**config.mk**
```make
export PLATFORM = sky130hd
export DESIGN_NAME = tile_scheduler
export DESIGN_NICKNAME = d
export VERILOG_FILES = /design/src/rtl/tile_sched_pkg.sv /design/src/rtl/tile_len_clip.sv /design/src/rtl/tile_scheduler.sv
export SDC_FILE = /design/constraint.sdc
export NUM_CORES = 1
export LEC_CHECK = 0
export ABC_AREA = 0
export CAP_MARGIN = 20
export CELL_PAD_IN_SITES_DETAIL_PLACEMENT = 1
export CELL_PAD_IN_SITES_GLOBAL_PLACEMENT = 1
export CORE_MARGIN = 2
export CORE_UTILIZATION = 44
export CTS_BUF_LIST = sky130_fd_sc_hd__clkbuf_16
export DETAILED_ROUTE_END_ITERATION = 10
export PLACE_DENSITY = 0.93
export SKIP_CTS_REPAIR_TIMING = 1
export SLEW_MARGIN = 20
export SYNTH_ARGS = -nofsm -noshare
export SYNTH_HDL_FRONTEND = slang
export SYNTH_SLANG_ARGS = --single-unit
```
**constraint.sdc**
```tcl
create_clock -name clk -period 19.3 [get_ports clk]
set_input_delay 5.79 -clock clk [delete_from_list [all_inputs] [get_ports clk]]
set_output_delay 5.79 -clock clk [all_outputs]
set_load 0.02 [all_outputs]
```
**src/rtl/tile_sched_pkg.sv**
```systemverilog
// Shared types for the tile scheduler: layer-type codes, FSM state type and the tile command record.
// The command record widths match the scheduler's default CH_W/DIM_W parameters.
package tile_sched_pkg;

  localparam int TS_CH_W  = 11;
  localparam int TS_DIM_W = 8;

  localparam logic [1:0] LT_PW  = 2'd0;
  localparam logic [1:0] LT_DW  = 2'd1;
  localparam logic [1:0] LT_STD = 2'd2;
  localparam logic [1:0] LT_LIN = 2'd3;

  typedef enum logic [1:0] {
    ST_IDLE  = 2'd0,
    ST_LOAD  = 2'd1,
    ST_ISSUE = 2'd2,
    ST_DONE  = 2'd3
  } state_e;

  typedef struct packed {
    logic [TS_DIM_W-1:0] row_base;
    logic [TS_DIM_W-1:0] row_len;
    logic [TS_CH_W-1:0]  k_base;
    logic [TS_DIM_W-1:0] k_len;
    logic [TS_CH_W-1:0]  d_base;
    logic [TS_DIM_W-1:0] d_len;
    logic                first_d;
    logic                last_d;
  } tile_cmd_t;

endpackage

```
**src/rtl/tile_len_clip.sv**
```systemverilog
// Clipped tile length: min(step, total - base), unsigned, never wraps below zero.
module tile_len_clip #(
  parameter int TW = 11,
  parameter int SW = 8
) (
  input  logic [SW-1:0] i_step,
  input  logic [TW-1:0] i_total,
  input  logic [TW-1:0] i_base,
  output logic [SW-1:0] o_len
);

  localparam int MW = (TW > SW) ? TW : SW;

  logic [MW-1:0] w_rem;
  logic [MW-1:0] w_step;

  assign w_rem  = (i_total > i_base) ? MW'(i_total - i_base) : '0;
  assign w_step = MW'(i_step);
  assign o_len  = (w_rem < w_step) ? SW'(w_rem) : i_step;

endmodule

```
**src/rtl/tile_scheduler.sv**
```systemverilog
// Walks a layer's tile loop nest (row outer, K middle, D inner) and issues one command per handshake.
// Optional perf counters are enabled with the TILE_SCHED_PERF_EN macro.
module tile_scheduler
  import tile_sched_pkg::*;
#(
  parameter int CH_W  = TS_CH_W,
  parameter int DIM_W = TS_DIM_W,
  parameter int TN_W  = 32
) (
  input  logic             clk,
  input  logic             rst_n,
  input  logic             start_i,
  input  logic [1:0]       layer_type_i,
  input  logic [CH_W-1:0]  in_D_i,
  input  logic [CH_W-1:0]  out_K_i,
  input  logic [DIM_W-1:0] tile_D_i,
  input  logic [DIM_W-1:0] tile_K_i,
  input  logic [DIM_W-1:0] out_R_i,
  input  logic [TN_W-1:0]  tile_n_i,
  output logic             tile_valid_o,
  input  logic             tile_ready_i,
  output logic [DIM_W-1:0] row_base_o,
  output logic [DIM_W-1:0] row_len_o,
  output logic [CH_W-1:0]  k_base_o,
  output logic [DIM_W-1:0] k_len_o,
  output logic [CH_W-1:0]  d_base_o,
  output logic [DIM_W-1:0] d_len_o,
  output logic             first_d_o,
  output logic             last_d_o,
  output logic             busy_o,
  output logic             done_o,
  output logic [31:0]      tile_cnt_o,
  output logic [31:0]      stall_cnt_o
);

  localparam logic [1:0] S_IDLE  = ST_IDLE;
  localparam logic [1:0] S_LOAD  = ST_LOAD;
  localparam logic [1:0] S_ISSUE = ST_ISSUE;
  localparam logic [1:0] S_DONE  = ST_DONE;

  logic [1:0]       r_state;
  logic [1:0]       r_type;
  logic [CH_W-1:0]  r_in_d;
  logic [CH_W-1:0]  r_out_k;
  logic [DIM_W-1:0] r_tile_d;
  logic [DIM_W-1:0] r_tile_k;
  logic [DIM_W-1:0] r_out_r;
  logic [TN_W-1:0]  r_tile_n;
  logic [DIM_W-1:0] r_rs;
  logic [DIM_W-1:0] r_row;
  logic [CH_W-1:0]  r_k;
  logic [CH_W-1:0]  r_d;

  logic             w_is_dw;
  logic [DIM_W-1:0] w_rs_calc;
  logic [DIM_W-1:0] w_row_len;
  logic [DIM_W-1:0] w_k_len;
  logic [DIM_W-1:0] w_d_len_raw;
  logic [CH_W-1:0]  w_d_base;
  logic [DIM_W-1:0] w_d_len;
  logic [DIM_W:0]   w_row_end;
  logic [CH_W:0]    w_k_end;
  logic [CH_W:0]    w_d_end;
  logic             w_row_last;
  logic             w_k_last;
  logic             w_d_last;
  logic             w_valid;
  logic             w_hs;
  logic             w_start;
  logic             w_empty;
  tile_cmd_t        w_cmd;
  tile_cmd_t        w_cmd_out;

  assign w_is_dw = (r_type == LT_DW);
  assign w_valid = (r_state == S_ISSUE);
  assign w_hs    = w_valid & tile_ready_i;
  assign w_start = (r_state == S_IDLE) & start_i;
  assign w_empty = (r_in_d == '0) | (r_out_k == '0) | (r_out_r == '0);

  // Row step: tile_n clamped into [1, out_R]
  always_comb begin
    w_rs_calc = r_tile_n[DIM_W-1:0];
    if (r_tile_n == '0) begin
      w_rs_calc = DIM_W'(1);
    end else if (r_tile_n > TN_W'(r_out_r)) begin
      w_rs_calc = r_out_r;
    end
  end

  tile_len_clip #(.TW(DIM_W), .SW(DIM_W)) u_row_clip (
    .i_step  (r_rs),
    .i_total (r_out_r),
    .i_base  (r_row),
    .o_len   (w_row_len)
  );

  tile_len_clip #(.TW(CH_W), .SW(DIM_W)) u_k_clip (
    .i_step  (r_tile_k),
    .i_total (r_out_k),
    .i_base  (r_k),
    .o_len   (w_k_len)
  );

  tile_len_clip #(.TW(CH_W), .SW(DIM_W)) u_d_clip (
    .i_step  (r_tile_d),
    .i_total (r_in_d),
    .i_base  (r_d),
    .o_len   (w_d_len_raw)
  );

  // Depthwise layers collapse the D loop onto the K tile
  assign w_d_base = w_is_dw ? r_k : r_d;
  assign w_d_len  = w_is_dw ? w_k_len : w_d_len_raw;

  assign w_row_end  = {1'b0, r_row} + {1'b0, w_row_len};
  assign w_k_end    = {1'b0, r_k} + (CH_W+1)'(w_k_len);
  assign w_d_end    = {1'b0, r_d} + (CH_W+1)'(w_d_len_raw);
  assign w_row_last = (w_row_end >= {1'b0, r_out_r});
  assign w_k_last   = (w_k_end >= {1'b0, r_out_k});
  assign w_d_last   = w_is_dw | (w_d_end >= {1'b0, r_in_d});

  always_comb begin
    w_cmd          = '0;
    w_cmd.row_base = r_row;
    w_cmd.row_len  = w_row_len;
    w_cmd.k_base   = r_k;
    w_cmd.k_len    = w_k_len;
    w_cmd.d_base   = w_d_base;
    w_cmd.d_len    = w_d_len;
    w_cmd.first_d  = w_is_dw | (r_d == '0);
    w_cmd.last_d   = w_is_dw | (w_d_end == {1'b0, r_in_d});
  end

  assign w_cmd_out = w_valid ? w_cmd : '0;

  assign tile_valid_o = w_valid;
  assign row_base_o   = w_cmd_out.row_base;
  assign row_len_o    = w_cmd_out.row_len;
  assign k_base_o     = w_cmd_out.k_base;
  assign k_len_o      = w_cmd_out.k_len;
  assign d_base_o     = w_cmd_out.d_base;
  assign d_len_o      = w_cmd_out.d_len;
  assign first_d_o    = w_cmd_out.first_d;
  assign last_d_o     = w_cmd_out.last_d;
  assign busy_o       = (r_state != S_IDLE);
  assign done_o       = (r_state == S_DONE);

  always_ff @(posedge clk or negedge rst_n) begin
    if (!rst_n) begin
      r_state  <= S_IDLE;
      r_type   <= '0;
      r_in_d   <= '0;
      r_out_k  <= '0;
      r_tile_d <= '0;
      r_tile_k <= '0;
      r_out_r  <= '0;
      r_tile_n <= '0;
      r_rs     <= '0;
      r_row    <= '0;
      r_k      <= '0;
      r_d      <= '0;
    end else begin
      case (r_state)
        S_IDLE: begin
          if (start_i) begin
            r_type   <= layer_type_i;
            r_in_d   <= in_D_i;
            r_out_k  <= out_K_i;
            r_tile_d <= (tile_D_i == '0) ? DIM_W'(1) : tile_D_i;
            r_tile_k <= (tile_K_i == '0) ? DIM_W'(1) : tile_K_i;
            r_out_r  <= out_R_i;
            r_tile_n <= tile_n_i;
            r_state  <= S_LOAD;
          end
        end
        S_LOAD: begin
          r_rs    <= w_rs_calc;
          r_row   <= '0;
          r_k     <= '0;
          r_d     <= '0;
          r_state <= w_empty ? S_DONE : S_ISSUE;
        end
        S_ISSUE: begin
          if (w_hs) begin
            if (w_d_last) begin
              r_d <= '0;
              if (w_k_last) begin
                r_k   <= '0;
                r_row <= r_row + r_rs;
                if (w_row_last) begin
                  r_state <= S_DONE;
                end
              end else begin
                r_k <= r_k + CH_W'(r_tile_k);
              end
            end else begin
              r_d <= r_d + CH_W'(r_tile_d);
            end
          end
        end
        S_DONE: begin
          r_state <= S_IDLE;
        end
        default: begin
          r_state <= S_IDLE;
        end
      endcase
    end
  end

`ifdef TILE_SCHED_PERF_EN
  logic [31:0] r_tile_cnt;
  logic [31:0] r_stall_cnt;

  // Saturating counters, cleared when a new layer is accepted
  always_ff @(posedge clk or negedge rst_n) begin
    if (!rst_n) begin
      r_tile_cnt  <= '0;
      r_stall_cnt <= '0;
    end else if (w_start) begin
      r_tile_cnt  <= '0;
      r_stall_cnt <= '0;
    end else begin
      if (w_hs && (r_tile_cnt != '1)) begin
        r_tile_cnt <= r_tile_cnt + 32'd1;
      end
      if (w_valid && !tile_ready_i && (r_stall_cnt != '1)) begin
        r_stall_cnt <= r_stall_cnt + 32'd1;
      end
    end
  end

  assign tile_cnt_o  = r_tile_cnt;
  assign stall_cnt_o = r_stall_cnt;
`else
  logic w_unused_start;
  assign w_unused_start = w_start;
  assign tile_cnt_o     = '0;
  assign stall_cnt_o    = '0;
`endif

endmodule

```
==> results_dict.tcl <==
set metrics [dict create \
    synth.yosys.warnings 0 \
    drive_gt1_share_pct 9.675 \
    dp_cells 1683 \
    critPathKind "reg2out" \
    grt_pass1_vias 10710 \
    critical_path.max_fanout 9 \
    final.setup.tns_ns 0 \
    synth_top_family_by_area "compound AO/OA/AOI/OAI gates" \
    clk_latency_ns 0.43 \
    clock_path_buffers 2 \
    die_height_um 162.6 \
    chipWidth_um 162.6 \
    cts_max_level 4 \
    final_cell_count_no_fill 1715 \
    design_area_um2 13140 \
    grt_start_max_net_pins 83 \
    critPathRequiredTime_ns 13.51 \
    outcome "completed" \
    rsz0062_at_grt "false" \
    slew_violations 0 \
    rows 58 \
    critPathMaxStageDelay_ns 0.65 \
    crit_path_end_kind "output pin" \
    multi_input_area_um2 7213 \
    synth-compound-area-share_pct 17.71 \
    ant_nets 0 \
    portBuffers 142 \
    vias_per_cell 5.864 \
    max-cap-violations 0 \
    synth_cells 1242 \
    die_area_um2 26440 \
    drt-total-wl_mm 37.19 \
    wire_per_inst_um 21.69 \
    antenna_found_initial 0 \
    ys_types 68 \
    setup_viol 0 \
    diodes 0 \
    synth_area_leaders "dfrtp_1 27%, ha_1 16%, mux2_2 9.0%" \
    cp.arrival_ns 7.75 \
    area_delta_synth_final_pct 18.66 \
    period_share_pct 70.14 \
    synth_simple_gate_area_share_pct 13.11 \
    gp_congestion 0.9647 \
    max_freq_mhz 73.87 \
    start_util_pct 44.34 \
    firstDrtPassIters 5 \
    cts.sinks 120 \
    hold_violations 0 \
    synth_mux_area_share_pct 9.947 \
    slew_headroom_pct 25.17 \
    synth.avg_cell_area_um2 8.913 \
    clock_skew_ns 0.007540 \
    yosysTopAreaCell "dfrtp_1" \
    cts_tree "yes" \
    grt_pass1_wl_mm 58.02 \
    grt_overflow_total 0 \
    hold_class "reg2reg" \
    seqCellArea_um2 3003 \
    cts-root-buf "clkbuf_16" \
    syn-cell-area_um2 11070 \
    finalNetCount 1607 \
    dpl.hpwl_mm 28.90 \
    synthArstFlopShare_pct 100.0 \
    synth_seq_cells 120 \
    io_pins 207 \
    start_kind "flop" \
    tightest_slew_ns 1.091 \
    grt_usage_pct 28.21 \
    num_vias 10060 \
    synth_edf_count 0 \
    post-route-min-period_ns 13.54 \
    drt_iter0_markers 474 \
    drc 0 \
    dpl-instance-area_um2 12550 \
    utilization_pct 52.62 \
    synthAdderAreaFrac_pct 17.68 \
    synth_xor_area_share_pct 4.352 \
    crit_slowest_cell "clkdlybuf4s50_1" \
    nFillCells 2902 \
    seq_area_frac_synth_pct 27.13 \
    synthFlopType "dfrtp_1" \
    clk_pin_slew_worst_paths_ns 0.06 \
    yosysTopAreaCellShare_pct 27.13 \
    core_area_um2 24960 \
    cts_buffers 17 \
]
[routing by layer]
layer	share of wire (%)	track usage (%)	vias up
li1	-	-	4551
met3	5.2	4.940	138
met1	40	33.49	4993
met4	5.1	14.68	0
met5	0	0	-
met2	49	48.92	374
[cell type report]
cell class	instances	share of cell area, %
multi-input cells	956	54.92
flip-flops and latches	120	22.86
repair buffers	145	10.97
inverters	132	3.772
clock buffers	17	3.239
well taps	330	3.143
clock inverters	15	1.095
[cell families (layout without fill, tap and decap cells)]
kind of cell | count (synthesis) | count (layout)
AO/OA/AOI/OAI | 288 | 288
XOR/XNOR | 55 | 55
adder cells (fa/ha/maj) | 151 | 151
buffers and inverters | 229 | 309
flip-flops | 120 | 120
multiplexers | 99 | 99
other | 1 | 64
AND/OR/NAND/NOR | 299 | 299
[worst paths after layout]
check                      slack (ns)          from  cells after the start           end
min reg2reg                      0.51  r_tile_n[14]                      1  r_tile_n[14]
max in group asynchronous       12.48         rst_n                      2        r_d[7]
max reg2reg                      9.72        r_k[8]                     35    r_state[1]
max                              5.76        r_d[8]                     32      last_d_o
min                              0.51  r_tile_n[14]                      1  r_tile_n[14]
min in group asynchronous        5.45         rst_n                      1       r_rs[3]
[synth_stat cells, types with 6 or more instances]
cell and number:
ha_1 142, inv_1 132, dfrtp_1 120, mux2_2 88, nor2_1 79, nand2_1 75
a21oi_1 72, buf_4 65, o21ai_0 38, xnor2_1 38, a21o_1 36, clkbuf_1 29
nor3_1 26, nand3_1 25, o22ai_1 21, nor4_1 20, and2_1 18, xor2_1 17
o21a_1 14, a22o_1 13, nand4_1 13, o21bai_1 12, mux2i_1 11, nand2b_1 10
nor2b_1 10, o31ai_1 10, fa_1 9, o2bb2ai_1 8, and3_1 7, a211o_1 6
a31oi_1 6
[cells in the final DEF, fill, tap and decap left out, types with 26 or more instances in the layout]
master and count:
nand2_1 74, a21o_1 36, xnor2_1 38, clkdlybuf4s50_1 141, nor2_1 79, mux2_2 88, inv_1 133, o21ai_0 38
dfrtp_1 120, conb_1 64, a21oi_1 72, nor3_1 26, ha_1 142
[per-stage QoR]
| step | hold WS [ns] | worst slack [ns] |
|---|---|---|
| 2_1_floorplan | 0.4798 | 7.708 |
| 3_3_place_gp | 0.4896 | 6.791 |
| 3_5_place_dp | 0.4967 | 6.420 |
| 4_1_cts | 0.5126 | 5.816 |
| 5_1_grt | 0.5256 | 5.143 |
| 6_report | 0.5082 | 5.762 |
[critical path: cells and delay by family, from the launching register on]
| family | cells | cell delay, ns |
|---|---|---|
| compound gates | 14 | 2.49 |
| simple gates | 9 | 1.81 |
| fa+ha+maj | 5 | 1.63 |
| buf+inv | 3 | 0.84 |
| flops | 1 | 0.42 |
| xor+xnor | 1 | 0.11 |
[sequential cells by signal, indices dropped and copies added, names as in the netlist]
name / flops
r_d: 11
r_in_d: 11
r_k: 11
r_out_k: 11
r_out_r: 8
r_row: 8
r_rs: 8
r_state: 2
r_tile_d: 8
r_tile_k: 8
r_tile_n: 32
r_type: 2
Power is not shown: default switching activity piles up to over one toggle a cycle in this logic, so the estimate is an artifact.
==> RTL edit 1, RTL diff (config.mk and constraints unchanged) <==
The option `TILE_SCHED_PERF_EN` is turned on by a define.
--- a/src/rtl/tile_scheduler.sv
+++ b/src/rtl/tile_scheduler.sv
@@ -1,4 +1,6 @@
 // Walks a layer's tile loop nest (row outer, K middle, D inner) and issues one command per handshake.
 // Optional perf counters are enabled with the TILE_SCHED_PERF_EN macro.
+`define TILE_SCHED_PERF_EN
+
 module tile_scheduler
   import tile_sched_pkg::*;
Check against the original RTL: not equivalent (Yosys sat finds a counterexample within 4 cycles, from zero or initial values and one cycle with rst_n low).
==> RTL edit 1 against the unedited design <==
  * Cell area is 30% higher
  * Clock skew is 11 ps higher
  * Utilization grew 1.7 points
  * Setup slack lost 730 ps
  * Critical path depth unchanged
  * Final cell count increased by 33%
  * Sequential cell count grew 64
  * Routed wire length grew 31%
  * Synthesized area up 27%
==> RTL edit 1: results <==
group,metric,value,unit
outcome,status,"finished clean",
cells_and_area,postLayoutCellArea,17100,um^2
yosys,synth-compound-area-share,0.169,
cells_and_area,finalNonFillerCells,2286,
place,dpl_worst_slack,5560,ps
place,post_dp_cell_area,16500,um^2
cells_and_area,buffers_excl_clock,212,
yosys,number_of_distinct_library_cell_variants_in_the_gate_level_netlist_after_synthesis,75,
clock_tree,clock_sinks,184,
global_routing,first_global_vias,14577,
route,routedLengthMet1,20.6,mm
yosys,yosys.area_share.xor_xnor,0.0666,
yosys,yosys-top-cells-area,"dfrtp_1, ha_1, nand2_1, xnor2_1, inv_1",
route,met2_wirelength,23.6,mm
yosys,synth.avg_cell_area,8.32,um^2
global_routing,met2_layer_usage_reported_by_global_route,0.508,
cells_and_area,seqCellArea,4600,um^2
cells_and_area,num-multi-input-gates,1309,
route,drt-pass1-iter-count,5,
cells_and_area,area_taken_by_multi_input_logic_gates,8720,um^2
place,placedCellCount,2254,
route,route.vias.total,13413,
route,postRouteWirelength,48.7,mm
place,post-dp-hpwl,36.5,mm
global_routing,grt_start_max_net_pins,115,
yosys,ys_seq_area_frac,0.328,
clock_tree,path_clk_slew,90,ps
global_routing,grtUsageMet1,0.370,
global_routing,grt_util_met3,0.0629,
route,detailedRoute.firstIterationViolations,803,
critical_path,cp_max_fo,10,
cells_and_area,final_layout_size_suffix_gt1_frac,0.0409,
sta,skew,18.6,ps
cells_and_area,clockNetworkAreaShare,0.0354,
yosys,synth.mux.area_fraction,0.0223,
yosys,ys.warnings.count,0,
place,buffer_ports.inserted,206,
yosys,synthTopCellsByCount,"nand2_1, dfrtp_1, inv_1, ha_1, nor2_1",
global_routing,grt_pass1_wl,78.5,mm
clock_tree,clock_latency,460,ps
place,gpl.final_weighted_congestion,0.934,
cells_and_area,inverters,147,
route,met3_length,2.99,mm
critical_path,cp.arrival,8480,ps
global_routing,groute.usage.overall,0.297,
sta,max-slew-margin-rel,0.286,
yosys,yosys.area_share.adder,0.141,
cells_and_area,layout.nonclk_buf_frac,0.123,
cells_and_area,fill_cells,3730,
clock_tree,cts_max_level,4,
==> RTL edit 1: cell types whose count changed after synthesis, moves of 42 or more <==
cell	change
dfrtp_1	+64
buf_4	-65
nor2_1	+42
o21ai_0	+67
mux2_2	-78
nand2_1	+209
==> RTL edit 1: path summary, 6_finish.rpt <==
path / from / endpoint / slack, ps / cells after the start
setup / recovery: r_d[8]$_DFFE_PN0P_ / last_d_o / 5030 / 32
hold / removal: r_tile_n[31]$_DFFE_PN0P_ / r_tile_n[31]$_DFFE_PN0P_ / 480 / 2
setup reg to reg: r_k[1]$_DFFE_PN0P_ / r_row[7]$_DFFE_PN0P_ / 9950 / 31
hold reg to reg: r_tile_n[31]$_DFFE_PN0P_ / r_tile_n[31]$_DFFE_PN0P_ / 480 / 2
max in group asynchronous: rst_n / r_out_k[0]$_DFFE_PN0P_ / 12240 / 2
min in group asynchronous: rst_n / tile_cnt_o[6]$_DFFE_PN0P_ / 5420 / 1
==> RTL edit 2, RTL diff (same flow settings) <==
Made on the original files. Change the package constant `TS_CH_W` from 11 to 9.
--- a/src/rtl/tile_sched_pkg.sv
+++ b/src/rtl/tile_sched_pkg.sv
@@ -3,5 +3,5 @@
 package tile_sched_pkg;
 
-  localparam int TS_CH_W  = 11;
+  localparam int TS_CH_W  = 9;
   localparam int TS_DIM_W = 8;
 
Interface: changed (resized d_base_o, in_D_i, k_base_o and out_K_i); port bits go from 207 to 199. No check against the original RTL was run, so the function may have changed too.
==> RTL edit 2 against the unedited design <==
  * Routed wire length down 16%
  * Non-clock buffer count is 9 lower
  * Setup slack got worse by 26 ps
  * Synthesized area is 7.6% lower
  * Worst hold slack gained 14 ps
  * Cell area is 9.5% lower
  * Utilization down 0.30 points
  * Sequential cell count shrank 8
  * First-iteration DRC count shrank 8.0%
Power is left out: the tool's default activity adds up to more than one toggle a clock period on the data nets, which glitch-free logic cannot reach.
==> RTL edit 2: results <==
group,metric,value,unit
outcome,status,"finished clean",
critical_path,rr_startpoint,"r_d[1]$_DFFE_PN0P_",
yosys,ys_seq_area_frac,0.274,
sta,worstMarginPinSlew,1060,ps
route,postRouteWirelength,31.1,mm
route,detailedRoute.firstIterationViolations,436,
clock_tree,path_clk_slew,100,ps
yosys,synthTopCellsByCount,"ha_1, inv_1, dfrtp_1, mux2_2, nor2_1",
global_routing,grt_start_max_net_pins,79,
place,buffer_ports.inserted,134,
cells_and_area,antenna-diode-count,0,
cells_and_area,final_net_count,1469,
route,route.vias.total,8834,
min_path,hp-class,"reg2reg",
global_routing,groute.usage.overall,0.258,
clock_tree,clock_latency,380,ps
critical_path,cp_max_fo,8,
place,post-dp-hpwl,24.4,mm
sta,skew,16.6,ps
global_routing,grt_pass1_wl,49.6,mm
min_path,min_from,"r_tile_n[26]$_DFFE_PN0P_",
global_routing,first_global_vias,9261,
critical_path,cp.arrival,7770,ps
yosys,synth.mux.area_fraction,0.104,
clock_tree,cts_max_level,3,
place,gpl.final_weighted_congestion,0.932,
yosys,yosys.area_share.xor_xnor,0.0445,
route,drt-pass1-iter-count,4,
cells_and_area,final_layout_size_suffix_gt1_frac,0.0927,
yosys,number_of_distinct_library_cell_variants_in_the_gate_level_netlist_after_synthesis,69,
yosys,yosys-top-cells-area,"dfrtp_1, ha_1, mux2_2, buf_4, inv_1",
yosys,yosys.area_share.adder,0.182,
yosys,synth-compound-area-share,0.160,
clock_tree,cts-buffers-inserted,9,
## RTL edit 2: cell count changes after synthesis, sizes merged, moves of 6 or more
cell,before,now
a21oi,74,59
dfrtp,120,112
o21a,14,6
ha,142,134
xnor2,38,32
nand3,25,17
clkbuf,29,10
o21ai,40,49
buf,68,82
a21o,36,28
inv,132,116
o2bb2ai,8,0
o22ai,21,9
## RTL edit 2: layout make-up
| cell class | count | area, um^2 |
|---|---|---|
| clock buffer | 9 | 225 |
| clock inverter | 7 | 103 |
| fill | 2679 | 10800 |
| inverter | 116 | 435 |
| multi-input combinational | 871 | 6610 |
| sequential | 112 | 2800 |
| tap | 285 | 357 |
| timing repair buffer | 136 | 1350 |
## RTL edit 2: worst paths after layout
path | slack (ps) | cells after the start | end
setup / recovery | 5740 | 33 | last_d_o
hold / removal | 520 | 1 | r_tile_n[26]$_DFFE_PN0P_
setup reg to reg | 11020 | 36 | r_state[0]$_DFFE_PN0P_
hold reg to reg | 520 | 1 | r_tile_n[26]$_DFFE_PN0P_
max in group asynchronous | 12540 | 2 | r_d[3]$_DFFE_PN0P_
min in group asynchronous | 5480 | 1 | r_type[0]$_DFFE_PN0P_
## RTL edit 2: worst register-to-register path, delay by kind of cell (launching register included)
family                     cells  cell delay [ps]
muxes                          1              350
AOI/OAI and AO/OA             21             4690
adders and majority gates      5             1360
and+or+nand+nor                5              850
buffers and inverters          3              290
DFF                            1              580
xor gates and xnor gates       1               90
## RTL edit 2: through the flow
stage	cells	util	setup slack (ps)	instance area, um^2
finish	1536	0.523	5740	11900
global route	1536	0.523	5240	11900
CTS	1536	0.523	5750	11900
detailed placement	1520	0.508	6210	11500
global placement	1520	0.508	6500	11500
floorplan	1191	-	7530	10500
## RTL edit 2: cells by family (layout without fill, tap and decap cells)
family | Yosys count | in the layout
AOI/OAI and AO/OA | 242 | 242
and+or+nand+nor | 275 | 275
xor gates and xnor gates | 52 | 52
other | 1 | 64
muxes | 95 | 95
adders and majority gates | 143 | 143
DFF | 112 | 112
buffers and inverters | 208 | 268
## RTL edit 2: metal layers
metal,global-route usage,share of wire
met5,0,0
met4,0.0839,0.029
met3,0.0316,0.044
met2,0.458,0.50
met1,0.326,0.43
